--- src/rtl/shift_normalizer_pkg.sv ---
// ---------------------------------------------------------------------------
// shift_normalizer_pkg
//   Shared definitions for the shift normalizer: default datapath widths and
//   the FSM state encoding used by the top module.
// ---------------------------------------------------------------------------
package shift_normalizer_pkg;

   // Default datapath width (power of two) and matching shift-amount width.
   localparam int DATA_W_DEF  = 32;
   localparam int SHIFT_W_DEF = $clog2(DATA_W_DEF);

   typedef enum logic [1:0] {
      S_IDLE   = 2'd0,
      S_SEARCH = 2'd1,
      S_DONE   = 2'd2
   } state_t;

endpackage

--- src/rtl/shift_normalizer_if.sv ---
// ---------------------------------------------------------------------------
// shift_normalizer_if
//   Request/response handshake bundle for the shift normalizer.
//   Request  : in_valid, in_ready, data_in, arithmetic
//   Response : out_valid, out_ready, data_out, shift_out, zero
//   Modports : master = requester/consumer side, slave = normalizer side.
// ---------------------------------------------------------------------------
interface shift_normalizer_if
   import shift_normalizer_pkg::*;
#(
   parameter int DATA_W  = DATA_W_DEF,
   parameter int SHIFT_W = SHIFT_W_DEF
);

   logic               in_valid;
   logic               in_ready;
   logic [DATA_W-1:0]  data_in;
   logic               arithmetic;
   logic               out_valid;
   logic               out_ready;
   logic [DATA_W-1:0]  data_out;
   logic [SHIFT_W-1:0] shift_out;
   logic               zero;

   modport master (
      output in_valid, data_in, arithmetic, out_ready,
      input  in_ready, out_valid, data_out, shift_out, zero
   );

   modport slave (
      input  in_valid, data_in, arithmetic, out_ready,
      output in_ready, out_valid, data_out, shift_out, zero
   );

endinterface

--- src/rtl/shift_normalizer_norm_stage.sv ---
// ---------------------------------------------------------------------------
// norm_stage
//   One binary-search step of the normalizer. For step k (w = 2^k) it tests
//   whether the top bits of the working word are redundant and, if so,
//   shifts them out.
//   i_work : current working word
//   i_step : search step k
//   i_mode : 0 = leading zeros, 1 = redundant sign bits
//   o_work : working word after this step
//   o_inc  : amount to add to the running shift count (w or 0)
// ---------------------------------------------------------------------------
module norm_stage
   import shift_normalizer_pkg::*;
#(
   parameter int DATA_W  = DATA_W_DEF,
   parameter int SHIFT_W = SHIFT_W_DEF,
   parameter int STEP_W  = $clog2(SHIFT_W)
) (
   input  logic [DATA_W-1:0]  i_work,
   input  logic [STEP_W-1:0]  i_step,
   input  logic               i_mode,
   output logic [DATA_W-1:0]  o_work,
   output logic [SHIFT_W-1:0] o_inc
);

   logic [SHIFT_W-1:0] w_width;
   logic [DATA_W-1:0]  w_top_mask;   // top w bits
   logic [DATA_W-1:0]  w_sign_mask;  // top w+1 bits (sign bit plus w copies)
   logic [DATA_W-1:0]  w_field;
   logic               w_redundant;

   // NOTE: every output of a combinational block is assigned on every path,
   // otherwise synthesis infers a latch to hold the old value.
   always_comb begin
      w_width     = SHIFT_W'(1) << i_step;
      w_top_mask  = ~({DATA_W{1'b1}} >> w_width);
      w_sign_mask = ~({DATA_W{1'b1}} >> (w_width + SHIFT_W'(1)));
      if (i_mode) begin
         // Sign bit plus the next w bits all equal: those w bits are redundant.
         w_field     = i_work & w_sign_mask;
         w_redundant = (w_field == '0) || (w_field == w_sign_mask);
      end else begin
         w_field     = i_work & w_top_mask;
         w_redundant = (w_field == '0);
      end
      o_work = w_redundant ? (i_work << w_width) : i_work;
      o_inc  = w_redundant ? w_width : '0;
   end

endmodule

--- src/rtl/shift_normalizer.sv ---
// ---------------------------------------------------------------------------
// shift_normalizer
//   Multi-cycle normalizer: finds the left shift that normalizes a word
//   (count leading zeros or count redundant sign bits) using a binary search,
//   one step per cycle, then returns the shifted word and the shift amount.
//   Right-shifting data_out by shift_out in the same mode rebuilds data_in.
//   clk : rising-edge clock
//   rst : asynchronous, active-high reset
//   bus : shift_normalizer_if.slave (valid/ready request and response)
// ---------------------------------------------------------------------------
module shift_normalizer
   import shift_normalizer_pkg::*;
#(
   parameter int DATA_W  = DATA_W_DEF,
   parameter int SHIFT_W = SHIFT_W_DEF
) (
   input  logic               clk,
   input  logic               rst,
   shift_normalizer_if.slave  bus
);

   localparam int STEP_W = $clog2(SHIFT_W);

   state_t             r_state;
   state_t             w_next_state;
   logic [DATA_W-1:0]  r_work;
   logic               r_mode;
   logic [SHIFT_W-1:0] r_cnt;
   logic [STEP_W-1:0]  r_step;
   logic [DATA_W-1:0]  r_data_out;
   logic [SHIFT_W-1:0] r_shift_out;
   logic               r_zero;

   logic [DATA_W-1:0]  w_next_work;
   logic [SHIFT_W-1:0] w_inc;
   logic [SHIFT_W-1:0] w_cnt_sum;
   logic               w_accept;
   logic               w_last_step;

   norm_stage #(
      .DATA_W  (DATA_W),
      .SHIFT_W (SHIFT_W),
      .STEP_W  (STEP_W)
   ) u_norm_stage (
      .i_work (r_work),
      .i_step (r_step),
      .i_mode (r_mode),
      .o_work (w_next_work),
      .o_inc  (w_inc)
   );

   assign w_cnt_sum   = r_cnt + w_inc;
   assign w_last_step = (r_step == '0);
   assign w_accept    = bus.in_valid && bus.in_ready;

   // ---------------- FSM: state register ----------------
   // NOTE: sequential blocks use non-blocking assignments so every register
   // samples pre-edge values, independent of statement order.
   always_ff @(posedge clk or posedge rst) begin
      if (rst) r_state <= S_IDLE;
      else     r_state <= w_next_state;
   end

   // ---------------- FSM: next-state logic ----------------
   always_comb begin
      w_next_state = r_state;
      case (r_state)
         S_IDLE:   if (w_accept)      w_next_state = S_SEARCH;
         S_SEARCH: if (w_last_step)   w_next_state = S_DONE;
         S_DONE:   if (bus.out_ready) w_next_state = S_IDLE;
         default:                     w_next_state = S_IDLE;
      endcase
   end

   // ---------------- FSM: outputs ----------------
   // Requests are only taken in IDLE; DONE always releases to IDLE first,
   // so there is no same-cycle turnaround.
   always_comb begin
      bus.in_ready  = (r_state == S_IDLE);
      bus.out_valid = (r_state == S_DONE);
   end

   assign bus.data_out  = r_data_out;
   assign bus.shift_out = r_shift_out;
   assign bus.zero      = r_zero;

   // ---------------- Datapath ----------------
   // NOTE: the working registers are reset too; the block holds no memory
   // arrays, so clearing everything costs nothing and keeps outputs defined.
   always_ff @(posedge clk or posedge rst) begin
      if (rst) begin
         r_work      <= '0;
         r_mode      <= 1'b0;
         r_cnt       <= '0;
         r_step      <= '0;
         r_data_out  <= '0;
         r_shift_out <= '0;
         r_zero      <= 1'b0;
      end else begin
         case (r_state)
            S_IDLE: begin
               if (w_accept) begin
                  r_work <= bus.data_in;
                  r_mode <= bus.arithmetic;
                  r_zero <= (bus.data_in == '0);
                  r_cnt  <= '0;
                  r_step <= STEP_W'(SHIFT_W - 1);
               end
            end
            S_SEARCH: begin
               r_work <= w_next_work;
               r_cnt  <= w_cnt_sum;
               r_step <= r_step - STEP_W'(1);
               // Results load straight from the last step so they appear
               // together with out_valid and stay put through DONE.
               if (w_last_step) begin
                  r_data_out  <= w_next_work;
                  r_shift_out <= w_cnt_sum;
               end
            end
            default: ;
         endcase
      end
   end

endmodule

--- src/flat_wrapper.sv ---
// flat-port wrapper written by rule: the top's interface ports become plain ports
module shift_normalizer_flat import shift_normalizer_pkg::*;
#(
   parameter int DATA_W  = DATA_W_DEF,
   parameter int SHIFT_W = SHIFT_W_DEF
)
  (clk, rst, bus_in_valid, bus_data_in, bus_arithmetic, bus_out_ready, bus_in_ready, bus_out_valid, bus_data_out, bus_shift_out, bus_zero);
  shift_normalizer_if #(.DATA_W(DATA_W), .SHIFT_W(SHIFT_W)) bus_i ();
  input  logic clk;
  input  logic rst;
  input wire logic [$bits(bus_i.in_valid)-1:0] bus_in_valid;
  input wire logic [$bits(bus_i.data_in)-1:0] bus_data_in;
  input wire logic [$bits(bus_i.arithmetic)-1:0] bus_arithmetic;
  input wire logic [$bits(bus_i.out_ready)-1:0] bus_out_ready;
  output wire logic [$bits(bus_i.in_ready)-1:0] bus_in_ready;
  output wire logic [$bits(bus_i.out_valid)-1:0] bus_out_valid;
  output wire logic [$bits(bus_i.data_out)-1:0] bus_data_out;
  output wire logic [$bits(bus_i.shift_out)-1:0] bus_shift_out;
  output wire logic [$bits(bus_i.zero)-1:0] bus_zero;
  assign bus_i.in_valid = bus_in_valid;
  assign bus_i.data_in = bus_data_in;
  assign bus_i.arithmetic = bus_arithmetic;
  assign bus_i.out_ready = bus_out_ready;
  assign bus_in_ready = bus_i.in_ready;
  assign bus_out_valid = bus_i.out_valid;
  assign bus_data_out = bus_i.data_out;
  assign bus_shift_out = bus_i.shift_out;
  assign bus_zero = bus_i.zero;
  shift_normalizer #(.DATA_W(DATA_W), .SHIFT_W(SHIFT_W)) u_core (.clk(clk), .rst(rst), .bus(bus_i));
endmodule
--- config.mk ---
export PLATFORM = sky130hd
export DESIGN_NAME = shift_normalizer_flat
export DESIGN_NICKNAME = d
export VERILOG_FILES = /design/src/rtl/shift_normalizer_pkg.sv /design/src/rtl/shift_normalizer_if.sv /design/src/rtl/shift_normalizer_norm_stage.sv /design/src/rtl/shift_normalizer.sv /design/src/flat_wrapper.sv
export SDC_FILE = /design/constraint.sdc
export NUM_CORES = 1
export LEC_CHECK = 0
export BUFFER_PORTS_ARGS = -buffer_cell sky130_fd_sc_hd__buf_2
export CAP_MARGIN = 20
export CORE_MARGIN = 2
export CORE_UTILIZATION = 35
export DETAILED_ROUTE_END_ITERATION = 6
export PLACE_DENSITY_LB_ADDON = 0.1
export RECOVER_POWER = 25
export SETUP_SLACK_MARGIN = 0.02
export SYNTH_ARGS = -nofsm -noshare
export SYNTH_HDL_FRONTEND = slang
export SYNTH_SLANG_ARGS = --single-unit
--- constraint.sdc ---
create_clock -name clk -period 12.46 [get_ports clk]
set_input_delay 1.246 -clock clk [delete_from_list [all_inputs] [get_ports clk]]
set_output_delay 1.246 -clock clk [all_outputs]
set_load 0.1 [all_outputs]
==> impl_results.md, run 1 <==
- Status: finished with violations
- Violated checks: max-capacitance violations, max-slew violations
- Final worst-path cycle share: 56.4%
- Largest buffer count on any clock path: 2
- RSZ-0062 raised after global routing: false
- Detailed-route wire length: 27400 µm
- Number of top-level pins: 77
- Post-Synthesis Net Count: 845
- Worst path top cell family by delay: simple AND/OR/NAND/NOR gates
- Post-cts hold buffer count: 0
- Routed via count: 6633
- Proportion of register bits with asynchronous set or reset after synthesis: 100%
- Summed negative setup slack over all endpoints: 0 ns
- Critical path buffers and inverters: 4
- Peak fanout along the critical path: 44
- Routed Antenna Nets: 0
- Hold Crit Class: flip-flop to flip-flop
- Number of fill cells: 1913
- Number of global-route vias before repair: 6482
- Count of maximum capacitance violations: 1
- Die Y-Extent: 140 µm
- Startpoint of the most critical register-to-register path: u_core.r_step[1]
- Relative slew slack: -106%
- Most used flip-flop cell after synthesis: dfrtp_1
- Count of state elements after synthesis: 81
- DRC violation total after the first TritonRoute iteration: 808
- Antenna Diode Count: 0
- Clock transition time at the flip-flop clock pins of the worst setup and hold paths: 0.07 ns
- Layout Skew: 0.0130 ns
- Reg2Reg Setup Slack: 5.43 ns
- TritonCTS clock tree: yes
- Mean Syn Cell Area: 8.15 µm²
- Nets@finish: 871
- Final HPWL DP: 20300 µm
- Worst r2r path cells: 25
- Cells after Synth: 790
- Gr ovfl total: 0
- Cell mode on critical path: ha_1
- CTS Sinks: 81
- Core Area: 18000 µm²
- Minimum period implied by the final worst setup slack: 7.03 ns
- Endpoint type of the worst setup path: flip-flop
- Overall die width: 140 µm
- Routability congestion estimate from global placement: 0.927
- # H-tree levels: 3
- Delay of the slowest critical-path stage: 0.64 ns
- Number of antenna violations at the first check in global routing: 0
- Arrival time of the worst setup path: 7.25 ns
- Hold path endpoint: u_core.bus.data_out[18]
- Growth of design area from synthesis to finish: 11.7%
- Proportion of synthesized chip area in sequential cells: 31.5%
- Global routing usage summed across all routing layers: 27.9%
- Number of placement rows: 49
- Starting Density: 35.7%
- Number of gates resized after CTS: 0
- Critical path required time: 12.69 ns
- First-pass GRT wire length: 41600 µm
- Worst Hold Depth: 2
- Post-CTS setup buffer count: 0
- Proportion of layout cells with a drive suffix above 1: 15.3%
- Pre-antenna DRT Iters: 6
- Post-synth EDFFs: 0
- FF-to-FF End: u_core.r_cnt[4]
- Maximum operating frequency: 142 MHz
- Cell variety after synth: 73
- Final setup fails: 0
- Worst setup path category: flip-flop to flip-flop
- Worst-margin pin slew: 3.09 ns
- Critical path's slowest cell: nand2b_2
- Post-detailed-route wirelength per cell: 26.1 µm
- Element type at the critical path start: flip-flop
- Vias per Instance: 6.32
- Netlist Area Pre-Place: 6440 µm²
- Die Footprint: 19500 µm²
- Clk root buf: clkbuf_16
- Number of buffers inserted during clock tree synthesis: 9
- Slew Viols, Final: 55
- Number of warnings reported in the yosys synthesis log: 0
- Number of endpoints with negative hold slack in the final report: 0
- Hold wc startpoint: u_core.bus.data_out[18]
- Pin count of the biggest net entering global routing: 55
- Number of input and output port buffers inserted: 76
- Fin Hold WS: 0.478 ns
- Insertion delay of the later-clocked pin in the worst-skew pair: 0.36 ns
- DRC violation count after routing: 0
==> per-stage QoR <==
stage          utilization [%]  setup slack, ns  area (µm²)  instances
2_1_floorplan                -             6.57        6440        790
3_3_place_gp              38.2             5.71        6880       1033
3_5_place_dp              38.2             5.52        6880       1033
4_1_cts                   39.9             5.47        7190       1049
5_1_grt                   39.9             4.93        7190       1050
6_report                  39.9             5.43        7190       1050
==> cells in the final DEF (no fill, tap or decap), types with 3 or more instances in the layout <==
master,count
nor4_1,10
a21o_1,4
or3_1,12
nand2b_1,13
mux2i_1,79
o22ai_1,7
a31oi_1,16
o21ai_0,52
dfrtp_1,81
buf_4,10
a21oi_1,54
nand4_1,3
o22a_1,3
nor3_1,12
clkbuf_16,9
ha_1,17
a211oi_1,7
o221a_2,8
o311ai_0,6
and2_1,4
and3_1,9
o221ai_1,21
a22oi_1,4
nor2b_1,7
buf_2,76
inv_1,26
nand3_1,31
a32oi_1,5
a221o_1,11
nor2_1,57
a221oi_1,7
nand2_1,94
==> worst max-delay path by stage <==
stage | from | to | depth (start not counted)
2_1_floorplan | u_core.r_step[1] | u_core.r_cnt[4] | 29
3_3_place_gp | u_core.r_step[1] | u_core.r_cnt[4] | 25
3_5_place_dp | u_core.r_step[1] | u_core.r_cnt[4] | 25
4_1_cts | u_core.r_step[1] | u_core.r_cnt[4] | 25
5_1_grt | u_core.r_step[1] | u_core.r_cnt[4] | 25
6_report | u_core.r_step[1] | u_core.r_cnt[4] | 25
==> cell usage after synthesis (all sizes together), types with 14 or more instances <==
cell	count	area share (%)
nand2	95	5.5
dfrtp	81	31
mux2i	79	12
nor2	59	3.5
o21ai	56	4.4
a21oi	54	4.2
clkbuf	50	2.9
nand3	31	2.4
inv	28	1.6
buf	22	2.0
o221ai	21	2.9
ha	17	3.3
a31oi	16	1.6
nand2b	14	1.4
==> metal layers <==
| layer | global-route usage (%) | vias up | wire length (µm) |
|---|---|---|---|
| li1 | - | 2982 | - |
| met1 | 38.9 | 3287 | 12000 |
| met2 | 43.2 | 320 | 12400 |
| met3 | 5.78 | 44 | 2200 |
| met4 | 9.63 | 0 | 753 |
| met5 | 0 | - | 0 |
==> flip-flops by register name (all words and copies together), names as in the netlist <==
signal,flops
u_core.bus.data_out,32
u_core.bus.shift_out,5
u_core.bus.zero,1
u_core.r_cnt,5
u_core.r_mode,1
u_core.r_state,2
u_core.r_step,3
u_core.r_work,32
==> worst reg2reg max path, cell delays in order (launching register included) <==
cell	delay, ns
dfrtp_1	0.41
inv_1	0.11
ha_1	0.49
nand2b_2	0.64
inv_1	0.30
ha_1	0.31
inv_1	0.10
ha_1	0.60
nand2b_1	0.25
a31o_2	0.18
o221ai_1	0.10
or4b_1	0.53
or4_4	0.46
o31ai_4	0.29
o21ai_2	0.07
buf_4	0.26
nor2_1	0.20
ha_1	0.21
fa_1	0.22
a21o_1	0.14
a21o_1	0.24
a31oi_1	0.14
mux2i_1	0.19
mux2i_1	0.09
o32a_1	0.28
o311ai_0	0.11
==> kinds of logic (layout without fill, tap and decap cells) <==
group / after synthesis / after routing / synth area share [%]
AND/OR/NAND/NOR: 270 / 270 / 20.0
AO/OA/AOI/OAI: 235 / 235 / 25.1
buffers and inverters: 101 / 132 / 6.57
multiplexers: 81 / 81 / 12.6
flip-flops: 81 / 81 / 31.5
adder cells (fa/ha/maj): 19 / 19 / 3.77
XOR/XNOR: 3 / 3 / 0.408
==> final cells by class <==
| cell class | count | area [µm²] | share of cell area [%] |
|---|---|---|---|
| clock buffer | 10 | 239 | 3.32 |
| clock inverter | 6 | 72.6 | 1.01 |
| inverter | 29 | 110 | 1.53 |
| multi-input combinational | 608 | 4000 | 55.6 |
| sequential | 81 | 2030 | 28.2 |
| tap | 229 | 287 | 3.98 |
| timing repair buffer | 87 | 459 | 6.38 |
Power of run 1 is left out: the tool's default activity adds up to more than one toggle a clock period on the data nets, which glitch-free logic cannot reach.
==> run 2, diff against run 1 <==
- ABC_AREA: default -> 1
- clock period: 12.46 -> 7.15 ns (I/O delays scaled with it)
==> impl_results.md, run 2 <==
- Status: finished with violations (unchanged)
- Violated checks: max-capacitance violations, max-slew violations (unchanged)
- First-pass GRT wire length: 40200 µm (was 41600 µm)
- Number of top-level pins: 77 (unchanged)
- Element type at the critical path start: flip-flop (unchanged)
- Number of gates resized after CTS: 0 (unchanged)
- Pin count of the biggest net entering global routing: 67 (was 55)
- Critical path required time: 7.39 ns (was 12.69 ns)
- Gr ovfl total: 0 (unchanged)
- Number of endpoints with negative hold slack in the final report: 0 (unchanged)
- Number of warnings reported in the yosys synthesis log: 0 (unchanged)
- Cell type with the highest aggregate area in the netlist: dfrtp_1 (unchanged)
- Most frequent cell after synthesis: nand2_1 (unchanged)
- Core Area: 18800 µm² (was 18000 µm²)
- Maximum operating frequency: 184 MHz (was 142 MHz)
- Routed Antenna Nets: 0 (unchanged)
- Post-synth EDFFs: 0 (unchanged)
- Global Route met2 Usage: 39.0% (was 43.2%)
- Insertion delay of the later-clocked pin in the worst-skew pair: 0.36 ns (about the same)
- Final setup fails: 0 (unchanged)
- Proportion of layout cells with a drive suffix above 1: 11.2% (was 15.3%)
- Count of state elements after synthesis: 81 (unchanged)
- Post-CTS setup buffer count: 0 (unchanged)
- Cell mode on critical path: nand2_1 (was ha_1)
- Routed via count: 7475 (was 6633)
- Post-Synthesis Net Count: 1160 (was 845)
- Post-cts hold buffer count: 0 (unchanged)
- Minimum period implied by the final worst setup slack: 5.44 ns (was 7.03 ns)
- Pre-antenna DRT Iters: 6 (unchanged)
- DRC violation total after the first TritonRoute iteration: 835 (was 808)
- Die Footprint: 20300 µm² (was 19500 µm²)
- Slew Viols, Final: 58 (was 55)
- Number of antenna violations at the first check in global routing: 0 (unchanged)
- Overall die width: 143 µm (was 140 µm)
- GR met1 Demand/Resource: 38.7% (was 38.9%)
- Layout Skew: 0.00504 ns (was 0.0130 ns)
- Die Y-Extent: 143 µm (was 140 µm)
- Routing usage on met3: 2.72% (was 5.78%)
- Delay of the slowest critical-path stage: 0.44 ns (was 0.64 ns)
- Growth of design area from synthesis to finish: 11.6% (was 11.7%)
- Hold Crit Class: flip-flop to flip-flop (unchanged)
- Most crowded layer after global routing: met2 (unchanged)
- Most frequent cells in the layout: nand2_1, nand3_1, o21ai_0 (was nand2_1, dfrtp_1, mux2i_1)
- Vias per Instance: 5.40 (was 6.32)
- Endpoint type of the worst setup path: flip-flop (unchanged)
- Proportion of register bits with asynchronous set or reset after synthesis: 100% (unchanged)
- CTS Sinks: 81 (unchanged)
- Largest buffer count on any clock path: 2 (unchanged)
- Routability congestion estimate from global placement: 0.951 (was 0.927)
- Nets@finish: 1201 (was 871)
- Cell variety after synth: 38 (was 73)
- Cells after Synth: 1105 (was 790)
- Summed negative setup slack over all endpoints: 0 ns (unchanged)
- Post-detailed-route wirelength per cell: 19.0 µm (was 26.1 µm)
- Dominant cells by area after synthesis: dfrtp_1, nand2_1, nand3_1, o21ai_0, inv_1 (was dfrtp_1, mux2i_1, nand2_1, a21oi_1, o21ai_0)
- Starting Density: 35.8% (was 35.7%)
- RSZ-0062 raised after global routing: false (unchanged)
- Final worst-path cycle share: 76.1% (was 56.4%)
- Leading cell type in the layout, fill and taps excluded: nand2_1 (unchanged)
- Clk root buf: clkbuf_16 (unchanged)
- Netlist Area Pre-Place: 6730 µm² (was 6440 µm²)
- Global routing usage summed across all routing layers: 26.0% (was 27.9%)
- Detailed-route wire length: 26200 µm (was 27400 µm)
- Top-area cell type share of the netlist area: 30.1% (was 31.5%)
- Arrival time of the worst setup path: 5.68 ns (was 7.25 ns)
- Number of input and output port buffers inserted: 76 (unchanged)
- Relative slew slack: -117% (was -106%)
- Number of buffers inserted during clock tree synthesis: 9 (unchanged)
- Worst path top cell family by delay: simple AND/OR/NAND/NOR gates (unchanged)
- Clock transition time at the flip-flop clock pins of the worst setup and hold paths: 0.06 ns (was 0.07 ns)
- Number of global-route vias before repair: 6929 (was 6482)
- Mean Syn Cell Area: 6.09 µm² (was 8.15 µm²)
- Worst-margin pin slew: 3.26 ns (was 3.09 ns)
- Critical path's slowest cell: fa_1 (was nand2b_2)
- Worst setup path category: flip-flop to flip-flop (unchanged)
- Count of maximum capacitance violations: 1 (unchanged)
- Critical path buffers and inverters: 6 (was 4)
- DRC violation count after routing: 0 (unchanged)
- Final HPWL DP: 19700 µm (was 20300 µm)
- Most used flip-flop cell after synthesis: dfrtp_1 (unchanged)
- Peak fanout along the critical path: 41 (was 44)
- TritonCTS clock tree: yes (unchanged)
- # H-tree levels: 3 (unchanged)
- Antenna Diode Count: 0 (unchanged)
- Synth top cells by count: nand2_1, nand3_1, o21ai_0 (was nand2_1, dfrtp_1, mux2i_1)
- Number of placement rows: 50 (was 49)
- Proportion of synthesized chip area in sequential cells: 30.1% (was 31.5%)
run 2: path summary, 6_finish.rpt:
kind | from | end | slack, ns | depth (start not counted)
worst min register to register | u_core.bus.data_out[31] | u_core.bus.data_out[31] | 0.47 | 2
worst max register to register | u_core.r_step[1] | u_core.r_cnt[4] | 1.71 | 29
min in group asynchronous | rst | u_core.bus.data_out[3] | 0.56 | 2
worst min-delay path | u_core.bus.data_out[31] | u_core.bus.data_out[31] | 0.47 | 2
worst max-delay path | u_core.r_step[1] | u_core.r_cnt[4] | 1.71 | 29
max in group asynchronous | rst | u_core.r_work[27] | 3.01 | 3
run 2: through the flow:
step	hold slack, ns	utilization, %	instances	instance area [µm²]	worst slack [ns]
floorplan	0.449	-	1105	6730	2.56
global placement	0.458	38.5	1369	7220	1.81
detailed placement	0.461	38.5	1369	7220	1.80
CTS	0.357	40.0	1384	7510	1.77
global route	0.496	40.0	1384	7510	1.19
finish	0.474	40.0	1384	7510	1.71
run 2: cell families (layout without fill, tap and decap cells):
family	count (synthesis)	count (layout)	synth area share [%]
simple gates	676	676	41.7
buf+inv	161	206	10.1
compound gates	159	159	13.2
flops	81	81	30.1
fa+ha+maj	18	18	3.46
mux	6	6	0.893
xor+xnor	4	4	0.521
run 2: final cells by class:
cell class                 count  area [µm²]
clock inverter                 5        56.3
fill                        2097       11300
clock buffer                  10         239
multi-input combinational    863        4040
tap                          234         293
inverter                     102         384
timing repair buffer          89         474
sequential                    81        2030
run 2: worst register-to-register path, delay by kind of cell (launching register included):
family,cells,cell delay [ns]
xor+xnor,1,0.15
fa+ha+maj,4,1.20
buf+inv,6,1.23
flops,1,0.40
simple gates,18,2.35
run 2: layer usage:
| metal | routed length (µm) | part of all wire [%] |
|---|---|---|
| met1 | 12600 | 48 |
| met2 | 11300 | 43 |
| met3 | 1590 | 6.1 |
| met5 | 0 | 0 |
| met4 | 747 | 2.8 |
Power of run 2 is left out for the same reason.
==> run 3, diff against run 2 <==
- clock period: 7.15 -> 4.8 ns (I/O delays scaled with it)
==> impl_results.md, run 3 (synthesis results as in run 2) <==
- Number of endpoints with negative hold slack in the final report: 0 (unchanged)
- Final HPWL DP: 20200 µm (was 19700 µm)
- TritonCTS clock tree: yes (unchanged)
- DRC violation count after routing: 0 (unchanged)
- RSZ-0062 raised after global routing: false (unchanged)
- Most frequent cells in the layout: nand2_1, nand3_1, o21ai_0 (unchanged)
- Arrival time of the worst setup path: 4.61 ns (was 5.68 ns)
- Number of input and output port buffers inserted: 76 (unchanged)
- Number of global-route vias before repair: 7106 (was 6929)
- Antenna Diode Count: 0 (unchanged)
- Post-detailed-route wirelength per cell: 19.3 µm (was 19.0 µm)
- Routed Antenna Nets: 0 (unchanged)
- Violated checks: max-capacitance violations, max-slew violations (unchanged)
- Growth of design area from synthesis to finish: 12.7% (was 11.6%)
- Minimum period implied by the final worst setup slack: 4.37 ns (was 5.44 ns)
- Status: finished with violations (unchanged)
- Peak fanout along the critical path: 6 (was 41)
- Number of buffers inserted during clock tree synthesis: 9 (unchanged)
- Worst path top cell family by delay: adder cells (was simple AND/OR/NAND/NOR gates)
- Pre-antenna DRT Iters: 5 (was 6)
- Layout Skew: 0.00785 ns (was 0.00504 ns)
- Gr ovfl total: 0 (unchanged)
- Clk root buf: clkbuf_16 (unchanged)
- Critical path required time: 5.05 ns (was 7.39 ns)
- Largest buffer count on any clock path: 2 (unchanged)
- Endpoint type of the worst setup path: flip-flop (unchanged)
- Element type at the critical path start: flip-flop (unchanged)
- Detailed-route wire length: 26900 µm (was 26200 µm)
- Vias per Instance: 5.40 (about the same)
- Slew Viols, Final: 84 (was 58)
- Hold Crit Class: input port to flip-flop (was flip-flop to flip-flop)
- Leading cell type in the layout, fill and taps excluded: nand2_1 (unchanged)
- # H-tree levels: 3 (unchanged)
- Pin count of the biggest net entering global routing: 67 (unchanged)
- Clock transition time at the flip-flop clock pins of the worst setup and hold paths: 0.07 ns (was 0.06 ns)
- Die Footprint: 20300 µm² (unchanged)
- Delay of the slowest critical-path stage: 0.44 ns (about the same)
- Maximum operating frequency: 229 MHz (was 184 MHz)
- Final setup fails: 0 (unchanged)
- Routability congestion estimate from global placement: 0.955 (was 0.951)
- Core Area: 18800 µm² (unchanged)
- Nets@finish: 1209 (was 1201)
- Worst setup path category: flip-flop to flip-flop (unchanged)
- Overall die width: 143 µm (unchanged)
- Routed via count: 7528 (was 7475)
- Number of top-level pins: 77 (unchanged)
- Worst-margin pin slew: 2.44 ns (was 3.26 ns)
- Critical path buffers and inverters: 6 (unchanged)
- Number of antenna violations at the first check in global routing: 0 (unchanged)
- Critical path's slowest cell: fa_1 (unchanged)
- CTS Sinks: 81 (unchanged)
- Relative slew slack: -63.5% (was -117%)
- Die Y-Extent: 143 µm (unchanged)
- Insertion delay of the later-clocked pin in the worst-skew pair: 0.36 ns (about the same)
- Number of fill cells: 2103 (was 2097)
- Summed negative setup slack over all endpoints: 0 ns (unchanged)
- Global routing usage summed across all routing layers: 26.9% (was 26.0%)
- Starting Density: 35.8% (unchanged)
- Final worst-path cycle share: 91.0% (was 76.1%)
- First-pass GRT wire length: 41600 µm (was 40200 µm)
- Number of placement rows: 50 (unchanged)
- DRC violation total after the first TritonRoute iteration: 802 (was 835)
- Count of maximum capacitance violations: 2 (was 1)
- Fin Hold WS: 0.305 ns (was 0.474 ns)
- Proportion of layout cells with a drive suffix above 1: 11.9% (was 11.2%)
- Post-CTS setup buffer count: 0 (unchanged)
==> run 3: cell count changes in the layout (fill, tap and decap cells not counted), sizes merged <==
cell	change
buf	+7
inv	+2
==> run 3: routing by layer <==
| metal | routed length [µm] | global-route usage [%] | up-vias |
|---|---|---|---|
| met3 | 2060 | 3.66 | 42 |
| met1 | 12900 | 40.8 | 3497 |
| met2 | 11300 | 39.4 | 319 |
| li1 | - | - | 3670 |
| met5 | 0 | 0 | - |
| met4 | 689 | 8.44 | 0 |
==> run 3: worst register-to-register path, delay by kind of cell (launching register included) <==
kind | cells | cell delay [ns]
simple gates | 16 | 1.49
buf+inv | 6 | 0.65
fa+ha+maj | 5 | 1.57
flops | 1 | 0.42
xor+xnor | 1 | 0.15
==> run 3: path summary, 6_finish.rpt <==
kind | slack [ns] | endpoint | start | cells after the start
min in group asynchronous | 0.77 | u_core.bus.data_out[7] | rst | 2
max | 0.43 | u_core.r_cnt[4] | u_core.r_step[0] | 28
max reg2reg | 0.43 | u_core.r_cnt[4] | u_core.r_step[0] | 28
min reg2reg | 0.47 | u_core.bus.data_out[15] | u_core.bus.data_out[15] | 2
max in group asynchronous | 1.46 | u_core.bus.data_out[0] | rst | 3
min | 0.30 | u_core.r_state[1] | bus_out_ready | 2
==> run 3: what timing repair did <==
item                       4_1_cts  5_1_grt
setup endpoints to repair        0        2
gates resized for setup          0        1
hold buffers                     0        0
==> run 3: cell type report <==
class	instances	area [µm²]	share of cell area, %
clock inverters	7	77.6	1.02
repair buffers	97	533	7.03
multi-input cells	863	4040	53.3
inverters	102	384	5.07
clock buffers	9	225	2.97
well taps	234	293	3.86
flip-flops and latches	81	2030	26.8
==> run 3: through the flow <==
stage	worst slack, ns	cell area, µm²	instances	util, %
2_1_floorplan	0.210	6730	1105	-
3_3_place_gp	0.564	7280	1377	38.8
3_5_place_dp	0.425	7280	1377	38.8
4_1_cts	0.395	7580	1393	40.4
5_1_grt	0.0252	7580	1393	40.4
6_report	0.434	7580	1393	40.4
Power of run 3 is left out for the same reason.
